**src/rtl/pipe_stage_skid.sv**
```systemverilog
// Bundled pipeline-stage register: data + control, valid/ready handshake, 2-entry skid buffer.
// Define PIPE_STATS_EN to add saturating stall/bubble counters (stall_cnt, bubble_cnt).
module pipe_stage_skid #(
   parameter int unsigned DATA_W = 32,
   parameter int unsigned CTRL_W = 12
`ifdef PIPE_STATS_EN
   ,
   parameter int unsigned CNT_W  = 16
`endif
) (
   input  logic              clk,
   input  logic              arst_n,
   input  logic              enable,
   input  logic              flush,
   input  logic              in_valid,
   output logic              in_ready,
   input  logic [DATA_W-1:0] in_data,
   input  logic [CTRL_W-1:0] in_ctrl,
   output logic              out_valid,
   input  logic              out_ready,
   output logic [DATA_W-1:0] out_data,
   output logic [CTRL_W-1:0] out_ctrl,
   output logic [1:0]        occupancy
`ifdef PIPE_STATS_EN
   ,
   output logic [CNT_W-1:0]  stall_cnt,
   output logic [CNT_W-1:0]  bubble_cnt
`endif
);

   typedef enum logic [1:0] {StEmpty = 2'd0, StOne = 2'd1, StTwo = 2'd2} occ_e;

   occ_e              occ_q, occ_d;
   logic              in_ready_q, in_ready_d;
   logic [DATA_W-1:0] main_data_q, main_data_d, skid_data_q, skid_data_d;
   logic [CTRL_W-1:0] main_ctrl_q, main_ctrl_d, skid_ctrl_q, skid_ctrl_d;
   logic              held_valid;
   logic              accept, emit;

   assign held_valid = (occ_q != StEmpty);
   assign in_ready   = enable & in_ready_q;
   assign out_valid  = enable & held_valid;
   assign accept     = in_valid & in_ready;
   assign emit       = out_valid & out_ready;

   assign occupancy  = occ_q;
   assign out_data   = main_data_q;
   // Masked on held state so a frozen stage keeps presenting its control bundle.
   assign out_ctrl   = held_valid ? main_ctrl_q : {CTRL_W{1'b0}};

   always_comb begin
      occ_d       = occ_q;
      main_data_d = main_data_q;
      main_ctrl_d = main_ctrl_q;
      skid_data_d = skid_data_q;
      skid_ctrl_d = skid_ctrl_q;
      if (enable) begin
         if (flush) begin
            occ_d = StEmpty;
         end else begin
            unique case (occ_q)
               StEmpty: begin
                  if (accept) begin
                     main_data_d = in_data;
                     main_ctrl_d = in_ctrl;
                     occ_d       = StOne;
                  end
               end
               StOne: begin
                  if (accept && emit) begin
                     main_data_d = in_data;
                     main_ctrl_d = in_ctrl;
                  end else if (accept) begin
                     skid_data_d = in_data;
                     skid_ctrl_d = in_ctrl;
                     occ_d       = StTwo;
                  end else if (emit) begin
                     occ_d = StEmpty;
                  end
               end
               StTwo: begin
                  if (emit) begin
                     main_data_d = skid_data_q;
                     main_ctrl_d = skid_ctrl_q;
                     occ_d       = StOne;
                  end
               end
               default: occ_d = StEmpty;
            endcase
         end
      end
      in_ready_d = (occ_d != StTwo);
   end

   always_ff @(posedge clk) begin
      if (!arst_n) begin
         occ_q       <= StEmpty;
         in_ready_q  <= 1'b1;
         main_data_q <= '0;
         main_ctrl_q <= '0;
         skid_data_q <= '0;
         skid_ctrl_q <= '0;
      end else begin
         occ_q       <= occ_d;
         in_ready_q  <= in_ready_d;
         main_data_q <= main_data_d;
         main_ctrl_q <= main_ctrl_d;
         skid_data_q <= skid_data_d;
         skid_ctrl_q <= skid_ctrl_d;
      end
   end

`ifdef PIPE_STATS_EN
   logic [CNT_W-1:0] stall_cnt_q, stall_cnt_d, bubble_cnt_q, bubble_cnt_d;

   assign stall_cnt  = stall_cnt_q;
   assign bubble_cnt = bubble_cnt_q;

   always_comb begin
      stall_cnt_d  = stall_cnt_q;
      bubble_cnt_d = bubble_cnt_q;
      if (enable && flush) begin
         stall_cnt_d  = '0;
         bubble_cnt_d = '0;
      end else if (enable) begin
         if (out_valid && !out_ready && (stall_cnt_q != {CNT_W{1'b1}})) begin
            stall_cnt_d = stall_cnt_q + 1'b1;
         end
         if (!out_valid && out_ready && (bubble_cnt_q != {CNT_W{1'b1}})) begin
            bubble_cnt_d = bubble_cnt_q + 1'b1;
         end
      end
   end

   always_ff @(posedge clk) begin
      if (!arst_n) begin
         stall_cnt_q  <= '0;
         bubble_cnt_q <= '0;
      end else begin
         stall_cnt_q  <= stall_cnt_d;
         bubble_cnt_q <= bubble_cnt_d;
      end
   end
`endif

endmodule

```
**config.mk**
```make
export PLATFORM = sky130hd
export DESIGN_NAME = pipe_stage_skid
export DESIGN_NICKNAME = d
export VERILOG_FILES = /design/src/rtl/pipe_stage_skid.sv
export SDC_FILE = /design/constraint.sdc
export NUM_CORES = 1
export LEC_CHECK = 0
export BUFFER_PORTS_ARGS = -buffer_cell sky130_fd_sc_hd__buf_2
export CORE_MARGIN = 3
export CORE_UTILIZATION = 55
export CTS_CLUSTER_DIAMETER = 150
export DETAILED_ROUTE_END_ITERATION = 6
export PLACE_DENSITY_LB_ADDON = 0.05
export SLEW_MARGIN = 0
export SYNTH_ARGS = -nofsm -noshare
export SYNTH_HDL_FRONTEND = slang
export SYNTH_SLANG_ARGS = --single-unit
```
**constraint.sdc**
```tcl
create_clock -name clk -period 2.29 [get_ports clk]
set_input_delay 0.458 -clock clk [delete_from_list [all_inputs] [get_ports clk]]
set_output_delay 0.458 -clock clk [all_outputs]
set_load 0.05 [all_outputs]
```
[After elaboration in Yosys (flattened, before gate mapping)]
Index checks and enable logic that the tools add are counted.
Storage, ports and cells
  bits in registers: 91
  bits of input ports: 50
  output and inout port bits: 48
  logic and storage cells: 41
Cells by class
  equality and inequality tests: 6
  mux-type cells: 17
  bitwise logic cells: 6
  reductions and logical operators: 6
Operator list (number)
  32-bit 2-to-1 mux: 3
  32-bit case mux with 3 select lines: 1
  12-bit 2-to-1 mux: 4
  12-bit case mux with 3 select lines: 1
  2-bit 2-to-1 mux: 7
  2-bit inequality test (second input constant): 4
  2-bit case mux with 3 select lines: 1
  6-bit AND reduction: 1
  5-bit AND reduction: 1
  1-bit bitwise AND: 4
  3-bit nonzero test: 1
  2-bit by 1-bit == test with 1-bit output (second input constant): 1
  2-bit == test (second input constant): 1
  2-bit zero test: 1
  1-bit NOT: 2
  2-bit nonzero test: 1
  1-bit logical AND: 1

[Depth between registers and ports, before layout]
Gate-level depths: netlist of the first run.
  word-level depth: 10
  depth in mapped cells: 5
  mapped depth without buffers: 3

[Least setup slack after synthesis of the first run]
OpenSTA, ideal clock, no wires.
  kind: reg-to-output
  start: reg occ_q[1] (netlist: occupancy[1])
  end: out out_ctrl[10]
  data arrival time: 1973 ps
  data required time: 1832 ps
  setup slack: -141 ps
  cell stages (with the launch flop): 5
  buffers on the path: 2
  cells stage by stage: dfxtp_1 -> clkbuf_1 -> nor2_1 -> clkbuf_1 -> nor2b_1
Between the ends
  cells in the longest elaborated chain, start to end: 2
Ends and longest elaborated chain
  start, declared: RTL line 33  | occ_e occ_q, occ_d;
  start signal, assigned: RTL line 97  | occ_q <= StEmpty;
  2-bit nonzero test: RTL line 40  | assign held_valid = (occ_q != StEmpty);
  12-bit 2-to-1 mux: RTL line 49  | assign out_ctrl = held_valid ? main_ctrl_q : {CTRL_W{1'b0}};
  end, declared: RTL line 22  | output logic [CTRL_W-1:0] out_ctrl,
No other way between the ends.

[Worst setup path in the final report of the first run]
  start: reg occ_q[1] (netlist: occupancy[1])
  end: reg main_data_q[17] (netlist: out_data[17])
Between the ends
  cells in the longest elaborated chain, start to end: 6
  elaborated cells on any way between the ends: 13
  classes of those cells: 5 x eq/ne; 1 x mux; 2 x bitwise; 5 x reduce/logical
Ends and longest elaborated chain
  2-bit nonzero test: RTL line 40
  1-bit bitwise AND: RTL line 42  | assign out_valid = enable & held_valid;
  1-bit bitwise AND: RTL line 44  | assign emit = out_valid & out_ready;
  1-bit logical AND: RTL line 70  | if (accept && emit) begin
  2-bit inequality test (no source line)
  6-bit AND reduction (no source line)
  end signal, assigned: RTL line 106  | main_data_q <= main_data_d;
  end, declared: RTL line 35  | logic [DATA_W-1:0] main_data_q, main_data_d, skid_data_q, skid_data_d;
Parallel ways exist; a longest one is shown, timed or not.
A chain may end at the register's enable or synchronous reset.

==> impl_metrics.env, run 1 <==
export IMPL_finalClockSkew_ns=0.009078
export IMPL_clock_latency_ns=0.34
export IMPL_n_antenna_cell=0
export IMPL_crit_path_start_kind="register"
export IMPL_netlist_top_cells_area="dfxtp_1 41%, mux2i_1 9.9%, o211ai_1 7.4%"
export IMPL_row_count=32
export IMPL_area_growth_synth_to_final_pct=15.39
export IMPL_coreArea_sq_mm=0.007767
export IMPL_rr_worst_depth=5
export IMPL_nets=606
export IMPL_yosysWarningCount=0
export IMPL_swShare=0.2665
export IMPL_cts_sink_count=91
export IMPL_clkPwrFrac=0.331
export IMPL_cp_max_fo=36
export IMPL_cell_internal_pwr_w=0.002245
export IMPL_place_worst_setup_slack_ns=0.3738
export IMPL_ios=98
export IMPL_hold_viol_final=0
export IMPL_whs_path_depth=3
export IMPL_ant_nets=0
export IMPL_syn_cell_area_sq_mm=0.004439
export IMPL_wl_per_cell_microns=15.96
export IMPL_place_hpwl_microns=6621
export IMPL_crit_path_end_kind="register"
export IMPL_grt_pass1_wl_microns=17040
export IMPL_status="completed"
export IMPL_hold_path_endpoint="skid_ctrl_q[1]$_SDFFE_PN0P_"
export IMPL_grt_pass1_vias=3546
export IMPL_maxCapViolCount=0
export IMPL_cts_tree="yes"
export IMPL_vias=3818
export IMPL_cts_made_buffers=9
export IMPL_start_util=0.5715
export IMPL_syn_num_nets=536
export IMPL_yosysTopAreaCell="dfxtp_1"
export IMPL_ctsLongestPathBuffers=2
export IMPL_r2r_end="out_data[17]$_SDFFE_PN0P_"
export IMPL_required_ns=2.56
export IMPL_cts_max_level=3
export IMPL_die_h_microns=95.84
export IMPL_ctsResizeCount=0
export IMPL_syn_inst=486
export IMPL_first_pass_iters=4
export IMPL_setup_worst_path_class="register to register"
export IMPL_port_buffers=97
export IMPL_dieArea_sq_mm=0.009185
export IMPL_period_share=0.8575
export IMPL_post_cts_buffers=0
export IMPL_reg2reg_slack_ns=0.33
export IMPL_fin_crit_ns=1.964
export IMPL_cts_hold_buf=0
export IMPL_clk_pin_slew_ns=0.08
export IMPL_nFillCells=685
export IMPL_dpl_cell_count=647
export IMPL_synth_cell_types=31
export IMPL_rsz0062_at_grt="false"
export IMPL_instances_no_fill=660
export IMPL_ys_ff_latch=91
export IMPL_min_path_type="primary input to register"
export IMPL_seqCellArea_sq_mm=0.001823
export IMPL_final_setup_viol_count=0
export IMPL_place_congestion=0.7978
export IMPL_tightest_slew_ns=0.5669
export IMPL_netlist_area_leader_share=0.4104
export IMPL_grt_use_total=0.2328
export IMPL_slew_viol_final=0
export IMPL_max_freq_mhz=509.3
export IMPL_viasPerCell=5.785
export IMPL_grt_max_degree=65
export IMPL_ys_seq_area_frac=0.4104
export IMPL_multiInputGateArea_sq_mm=0.002352
export IMPL_drtIter0Drc=168
export IMPL_grt_ovfl_total=0
export IMPL_slew_limit_headroom=0.6216
export IMPL_pwr_share_comb=0.135
export IMPL_arrival_ns=2.23
export IMPL_die_w_microns=95.84
export IMPL_seqPwrFrac=0.534
export IMPL_ir_drop_v=0.0002874
export IMPL_cts_root_buf="clkbuf_8"
export IMPL_antenna_found_initial=0
export IMPL_leakagePower_nw=2.111
export IMPL_hold_slack_ns=0.3687
export IMPL_fin_util=0.6595
export IMPL_power_density_mw_per_mm2=597.6
export IMPL_route_detailed_drc=0
export IMPL_worstReg2RegStart="occupancy[1]$_SDFF_PN0_"
export IMPL_min_from="in_ctrl[1]"
export IMPL_syn_area_per_cell_sq_um=9.134
export IMPL_worst_slack_ns=0.3264
export IMPL_final_layout_size_suffix_gt1_frac=0.2957
export IMPL_switchingPower_w=0.0008159
export IMPL_routed_wl_microns=10540
## power groups by stage
stage,logic [W],clock network (W),registers [W]
after floorplan,0.000200,0,0.00176
after global placement,0.000412,0,0.00167
after detailed placement,0.000415,0,0.00167
after CTS,0.000415,0.00104,0.00164
after global routing,0.000443,0.00111,0.00164
final,0.000413,0.00101,0.00164
## routing by layer
layer,global-route usage,part of all wire,wire length [microns]
met1,0.3114,0.45,4744
met2,0.3845,0.49,5194
met3,0.03597,0.048,507
met4,0.07583,0.0084,88
met5,0,0,0
## kinds of logic (layout without fill, tap and decap cells)
kind of cell / count (synthesis) / count (layout) / share of synthesized area
compound gates: 138 / 138 / 0.2097
buf+inv: 55 / 127 / 0.06539
flops: 91 / 91 / 0.4104
mux: 44 / 44 / 0.09921
simple gates: 158 / 158 / 0.2153
## critical path, stage by stage (launching register included)
cell and delay [ns]:
dfxtp_1 0.35, buf_4 0.31, and4b_1 0.27, o31ai_4 0.25
buf_4 0.44, mux2i_1 0.25
## cell type report
| class | instances | area share |
|---|---|---|
| Timing Repair Buffer | 113 | 0.1260 |
| Tap cell | 102 | 0.02491 |
| Clock buffer | 10 | 0.02491 |
| Clock inverter | 3 | 0.008305 |
| Multi-Input combinational cell | 340 | 0.4592 |
| Sequential cell | 91 | 0.3559 |
| Inverter | 1 | 0.0007328 |
## Yosys cell counts (all sizes together)
cell type / count
a2111oi: 1
a21boi: 45
a22o: 1
and2: 2
and3b: 2
and4b: 1
and4bb: 2
buf: 19
clkbuf: 35
dfxtp: 91
inv: 1
mux2i: 44
nand2: 44
nand3: 44
nand3b: 1
nand4: 1
nand4bb: 1
nor2: 2
nor2b: 14
o211ai: 44
o21ai: 45
o31ai: 2
or3b: 44
## cells in the final DEF (no fill, tap or decap), drive strengths merged
cell type  netlist  routed
o21ai           45      45
buf             19     113
o31ai            2       2
a21boi          45      45
nand2           44      44
bufinv           0       1
a2111oi          1       1
nand3           44      44
clkinvlp         0       1
nand4bb          1       1
o211ai          44      44
and3b            2       2
and4b            1       1
clkinv           0       1
nand3b           1       1
mux2i           44      44
and4bb           2       2
inv              1       1
clkbuf          35      10
or3b            44      44
nand4            1       1
nor2             2       2
a22o             1       1
dfxtp           91      91
and2             2       2
nor2b           14      14
## worst max-delay path by stage
stage          slack, ns                     from  cells past startpoint                           end
2_1_floorplan      -0.14  occupancy[1]$_SDFF_PN0_                      4                  out_ctrl[10]
3_3_place_gp        0.42  occupancy[1]$_SDFF_PN0_                      5       occupancy[0]$_SDFF_PN0_
3_5_place_dp        0.37  occupancy[1]$_SDFF_PN0_                      5  main_ctrl_q[10]$_SDFFE_PN0P_
4_1_cts             0.08  occupancy[0]$_SDFF_PN0_                      3                  out_ctrl[10]
5_1_grt             0.20  occupancy[1]$_SDFF_PN0_                      5     out_data[13]$_SDFFE_PN0P_
6_report            0.33  occupancy[1]$_SDFF_PN0_                      5     out_data[17]$_SDFFE_PN0P_
## stage by stage
stage / power, W / setup TNS [ns] / area, sq um
after floorplan: 0.001960 / -1.356 / 4439
after global placement: 0.002084 / 0 / 4950
after detailed placement: 0.002088 / 0 / 4950
after CTS: 0.003093 / 0 / 5120
after global routing: 0.003194 / 0 / 5122
final: 0.003061 / 0 / 5122
## flip-flops by register name, indices dropped and copies added (netlist names)
register and cells:
out_data 32, occupancy 2, skid_ctrl_q 12, skid_data_q 32
in_ready_q 1, main_ctrl_q 12
Note: power is estimated with default switching activity, not from simulation.
==> run 2, diff against run 1 <==
- CORE_UTILIZATION: 55 -> 54
- clock period: 2.29 -> 2.15 ns (I/O delays scaled with it)
==> run 2 against run 1 <==
Effect of this change:
- global-route usage rose by 0.076 points
- cell count up 0.61%
- clock-buffer cell count increased by 2
- utilization up 0.35 points
- wire length rose by 2.2%
- worst hold slack worse by 0.031 ns
- sequential power rose by 7%
- flip-flop and latch count stayed put
- worst setup slack worse by 0.15 ns
- non-clock buffer count increased by 1
- first-iteration DRC count is 25% higher
- final area is 1.6% higher
- critical path type is now register to primary output
- highest routed layer unchanged
==> impl_metrics.env, run 2 (synthesized netlist as in run 1, its figures left out) <==
export IMPL_grt_pass1_wl_microns=18570
export IMPL_drtIter0Drc=210
export IMPL_ctsLongestPathBuffers=2
export IMPL_crit_path_end_kind="primary output"
export IMPL_first_pass_iters=4
export IMPL_wl_per_cell_microns=16.21
export IMPL_setup_tns_final_ns=0
export IMPL_layout_commonest_cell="buf_2"
export IMPL_cts_made_buffers=9
export IMPL_die_h_microns=96.67
export IMPL_layout_common_cells="96 x buf_2, 90 x dfxtp_1, 45 x o21ai_0"
export IMPL_whs_path_depth=3
export IMPL_period_share=0.9179
export IMPL_slew_viol_final=0
export IMPL_critical_path_endpoint="out_ctrl[2]"
export IMPL_setup_worst_path_class="register to primary output"
export IMPL_grt_use_total=0.2336
export IMPL_cp_max_fo=17
export IMPL_cts_sink_count=91
export IMPL_max_freq_mhz=506.7
export IMPL_worstReg2RegStart="occupancy[1]$_SDFF_PN0_"
export IMPL_status="completed"
export IMPL_cts_tree="yes"
export IMPL_cts_hold_buf=0
export IMPL_slew_limit_headroom=0.7326
export IMPL_power_density_mw_per_mm2=645.1
export IMPL_tightest_slew_ns=0.4011
export IMPL_dieArea_sq_mm=0.009345
export IMPL_r2r_end="out_data[20]$_SDFFE_PN0P_"
export IMPL_coreArea_sq_mm=0.007848
export IMPL_required_ns=1.72
export IMPL_reg2reg_slack_ns=0.36
export IMPL_ir_drop_v=0.0003269
export IMPL_nets=607
export IMPL_crit_path_start_kind="register"
export IMPL_grt_pass1_vias=3848
export IMPL_area_growth_synth_to_final_pct=17.19
export IMPL_multiInputGateArea_sq_mm=0.002375
export IMPL_n_antenna_cell=0
export IMPL_maxCapViolCount=0
export IMPL_port_buffers=97
export IMPL_vias=3856
export IMPL_crit_start="occupancy[0]$_SDFF_PN0_"
export IMPL_routed_wl_microns=10760
export IMPL_route_detailed_drc=0
export IMPL_start_util=0.5657
export IMPL_row_count=32
export IMPL_rsz0062_at_grt="false"
export IMPL_post_cts_buffers=0
export IMPL_antenna_found_initial=0
export IMPL_hold_slack_ns=0.3377
export IMPL_fin_crit_ns=1.973
export IMPL_ant_nets=0
export IMPL_grt_max_degree=53
export IMPL_cts_max_level=3
export IMPL_final_setup_viol_count=0
export IMPL_die_w_microns=96.67
export IMPL_finalClockSkew_ns=0.009195
export IMPL_place_hpwl_microns=6921
export IMPL_hold_viol_final=0
export IMPL_grt_ovfl_total=0
export IMPL_leakagePower_nw=2.135
export IMPL_min_path_type="primary input to register"
export IMPL_ctsResizeCount=0
export IMPL_final_layout_size_suffix_gt1_frac=0.3149
export IMPL_viasPerCell=5.807
export IMPL_seqCellArea_sq_mm=0.001823
export IMPL_arrival_ns=1.54
export IMPL_place_congestion=0.8096
export IMPL_ios=98
export IMPL_cts_root_buf="clkbuf_8"
export IMPL_nFillCells=704
export IMPL_clk_pin_slew_ns=0.09
export IMPL_rr_worst_depth=5
export IMPL_clock_latency_ns=0.35
run 2: layout make-up:
| type | count | share of cell area |
|---|---|---|
| Clock inverter | 4 | 0.009620 |
| Clock buffer | 12 | 0.02790 |
| Inverter | 1 | 0.0007215 |
| Sequential cell | 91 | 0.3504 |
| Timing Repair Buffer | 114 | 0.1304 |
| Tap cell | 102 | 0.02453 |
| Multi-Input combinational cell | 340 | 0.4565 |
run 2: stage by stage:
step	total power (W)	cell area [sq um]	std cells	setup WS, ns	util
2_1_floorplan	0.002091	4464	486	-0.1049	-
3_3_place_gp	0.002229	5007	648	0.4255	0.6381
3_5_place_dp	0.002235	5007	648	0.3310	0.6381
4_1_cts	0.003387	5202	664	0.1752	0.6629
5_1_grt	0.003494	5202	664	0.06985	0.6629
6_report	0.003356	5202	664	0.1766	0.6629
run 2: worst min-delay path by stage:
stage | from | to
floorplan | main_ctrl_q[10]$_SDFFE_PN0P_ | main_ctrl_q[10]$_SDFFE_PN0P_
global placement | main_ctrl_q[10]$_SDFFE_PN0P_ | main_ctrl_q[10]$_SDFFE_PN0P_
detailed placement | out_data[9]$_SDFFE_PN0P_ | out_data[9]$_SDFFE_PN0P_
CTS | in_data[28] | skid_data_q[28]$_SDFFE_PN0P_
global route | in_data[28] | skid_data_q[28]$_SDFFE_PN0P_
finish | in_data[28] | skid_data_q[28]$_SDFFE_PN0P_
run 2: per-layer routing:
metal  track usage  wire length (microns)  up-vias
li1              -                      -     1895
met1        0.3107                   4994     1854
met2        0.3901                   5134       95
met3       0.04110                    524       12
met4       0.06587                    110        0
met5             0                      0        -
run 2: power by group:
part           switching [W]  internal [W]  total, W
clock               0.000592      0.000569   0.00116
sequential         0.0000224       0.00172   0.00175
combinational       0.000291      0.000157  0.000448
run 2: worst max-delay path, stage by stage, from the launching register on:
cell and delay, ns:
dfxtp_2 0.50, nor2_1 0.08, buf_4 0.21, nor2b_2 0.14, buf_2 0.27
==> run 3, diff against run 2 <==
==> constraint.sdc (replaced) <==
create_clock -name clk -period 2.15 [get_ports clk]
set_input_delay 0 -clock clk [delete_from_list [all_inputs] [get_ports clk]]
set_output_delay 0 -clock clk [all_outputs]
set_load 0.05 [all_outputs]
==> run 3 against run 2 <==
Effect of this change:
- register-to-register slack worse by 0.22 ns
- first-iteration DRC count decreased by 10%
- cell count rose by 6.5%
- combinational power is 12% higher
- critical endpoint is now out_data[2]$_SDFFE_PN0P_
- die area stayed put
- flip-flop and latch count is the same
- clock power rose by 15%
==> impl_metrics.env, run 3 (synthesized netlist as in run 1, its figures left out) <==
export IMPL_placed_cell_area_sq_mm=0.004930
export IMPL_fin_util=0.7165
export IMPL_maxCapViolCount=0
export IMPL_finalClockSkew_ns=0.01039
export IMPL_routed_wl_microns=11760
export IMPL_ios=98
export IMPL_ir_drop_v=0.0003847
export IMPL_slew_viol_final=0
export IMPL_vias=4132
export IMPL_clk_pin_slew_ns=0.08
export IMPL_arrival_ns=2.28
export IMPL_min_path_type="primary input to register"
export IMPL_grt_ovfl_total=0
export IMPL_route_detailed_drc=0
export IMPL_die_w_microns=96.67
export IMPL_clkPwrFrac=0.372
export IMPL_nFillCells=634
export IMPL_slew_limit_headroom=0.5220
export IMPL_cts_sink_count=91
export IMPL_cts_max_level=3
export IMPL_ctsLongestPathBuffers=2
export IMPL_area_growth_synth_to_final_pct=26.66
export IMPL_n_antenna_cell=0
export IMPL_layout_common_cells="96 x buf_2, 90 x dfxtp_1, 45 x o21ai_0"
export IMPL_final_setup_viol_count=0
export IMPL_pwr_share_comb=0.140
export IMPL_cp_max_fo=21
export IMPL_cts_root_buf="clkbuf_8"
export IMPL_grt_use_total=0.2449
export IMPL_first_pass_iters=5
export IMPL_seqPwrFrac=0.488
export IMPL_swShare=0.2613
export IMPL_max_freq_mhz=498.2
export IMPL_row_count=32
export IMPL_period_share=0.9336
export IMPL_layout_commonest_cell="buf_2"
export IMPL_place_hpwl_microns=6651
export IMPL_rsz0062_at_grt="false"
export IMPL_nets=650
export IMPL_cts_made_buffers=9
export IMPL_viasPerCell=5.844
export IMPL_grt_pass1_vias=3963
export IMPL_clock_latency_ns=0.36
export IMPL_status="completed"
export IMPL_final_layout_size_suffix_gt1_frac=0.2793
export IMPL_wl_per_cell_microns=16.64
export IMPL_ant_nets=0
export IMPL_setup_worst_path_class="register to register"
export IMPL_dieArea_sq_mm=0.009345
export IMPL_grt_pass1_wl_microns=19280
export IMPL_crit_path_end_kind="register"
export IMPL_fin_crit_ns=2.007
export IMPL_grt_max_degree=63
export IMPL_leakagePower_nw=2.324
export IMPL_crit_path_start_kind="register"
export IMPL_tightest_slew_ns=0.7155
export IMPL_antenna_found_initial=0
export IMPL_power_density_mw_per_mm2=637.3
export IMPL_die_h_microns=96.67
export IMPL_instances_no_fill=707
export IMPL_cell_internal_pwr_w=0.002647
export IMPL_port_buffers=97
export IMPL_dpl_cell_count=646
export IMPL_cts_tree="yes"
export IMPL_drtIter0Drc=188
export IMPL_place_congestion=0.7664
export IMPL_switchingPower_w=0.0009364
export IMPL_fin_area_sq_mm=0.005623
export IMPL_coreArea_sq_mm=0.007848
export IMPL_start_util=0.5657
export IMPL_hold_viol_final=0
export IMPL_setup_tns_final_ns=0
export IMPL_required_ns=2.42
export IMPL_hold_slack_ns=0.1075
run 3: changes by cell type in the layout (fill, tap and decap cells not counted), moves of 2 or more:
cell,delta
buf_12,-3
clkinv_4,+2
nor2b_1,+9
dlygate4sd3_1,+44
clkbuf_1,-2
nor2b_2,-9
run 3: routing by layer:
layer / part of all wire / global-route usage
met4: 0.011 / 0.06048
met2: 0.48 / 0.4124
met1: 0.44 / 0.3217
met5: 0 / 0
met3: 0.063 / 0.05047
run 3: per-stage QoR:
| step | setup slack, ns | total power, W |
|---|---|---|
| after CTS | 0.05554 | 0.003601 |
| after detailed placement | 0.1084 | 0.002224 |
| after global placement | 0.1664 | 0.002217 |
| final | 0.1429 | 0.003584 |
| after global routing | 0.03939 | 0.003715 |
| after floorplan | 0.1773 | 0.002088 |
run 3: final timing paths:
| path | endpoint | start | slack, ns | depth (start not counted) |
|---|---|---|---|---|
| worst max-delay path | out_data[2]$_SDFFE_PN0P_ | occupancy[1]$_SDFF_PN0_ | 0.14 | 4 |
| worst min-delay path | in_ready_q$_SDFF_PN1_ | enable | 0.11 | 4 |
| worst max register to register | out_data[2]$_SDFFE_PN0P_ | occupancy[1]$_SDFF_PN0_ | 0.14 | 4 |
| worst min register to register | out_data[5]$_SDFFE_PN0P_ | out_data[5]$_SDFFE_PN0P_ | 0.46 | 2 |
run 3: final cells by class:
cell class / instances / area (sq um) / share of cell area
clock buffers: 11 / 151.4 / 0.02692
clock inverters: 5 / 85.08 / 0.01513
inverters: 1 / 3.754 / 0.0006676
multi-input cells: 341 / 2366 / 0.4208
flip-flops and latches: 91 / 1823 / 0.3242
well taps: 102 / 127.6 / 0.02270
repair buffers: 156 / 1066 / 0.1896
run 3: critical path, cell delays in order (launching register included):
cell and delay, ns:
dfxtp_1 0.66, and4b_1 0.29, o31ai_4 0.30, buf_4 0.40, mux2i_1 0.27
run 3: what timing repair did:
item / in CTS / in global routing
hold buffers: 44 / 0
resized for setup: 1 / 1
setup buffers: 0 / 0
pin swaps: 0 / 0
gates cloned: 0 / 1
setup endpoints to repair: 13 / 40
hold endpoints to repair: 79 / 0
run 3: power by group through the flow:
stage	sequential (W)	clock, W	combinational (W)
CTS	0.00175	0.00135	0.000498
finish	0.00175	0.00133	0.000500
floorplan	0.00187	0	0.000213
global route	0.00176	0.00142	0.000535
detailed placement	0.00179	0	0.000436
global placement	0.00179	0	0.000429
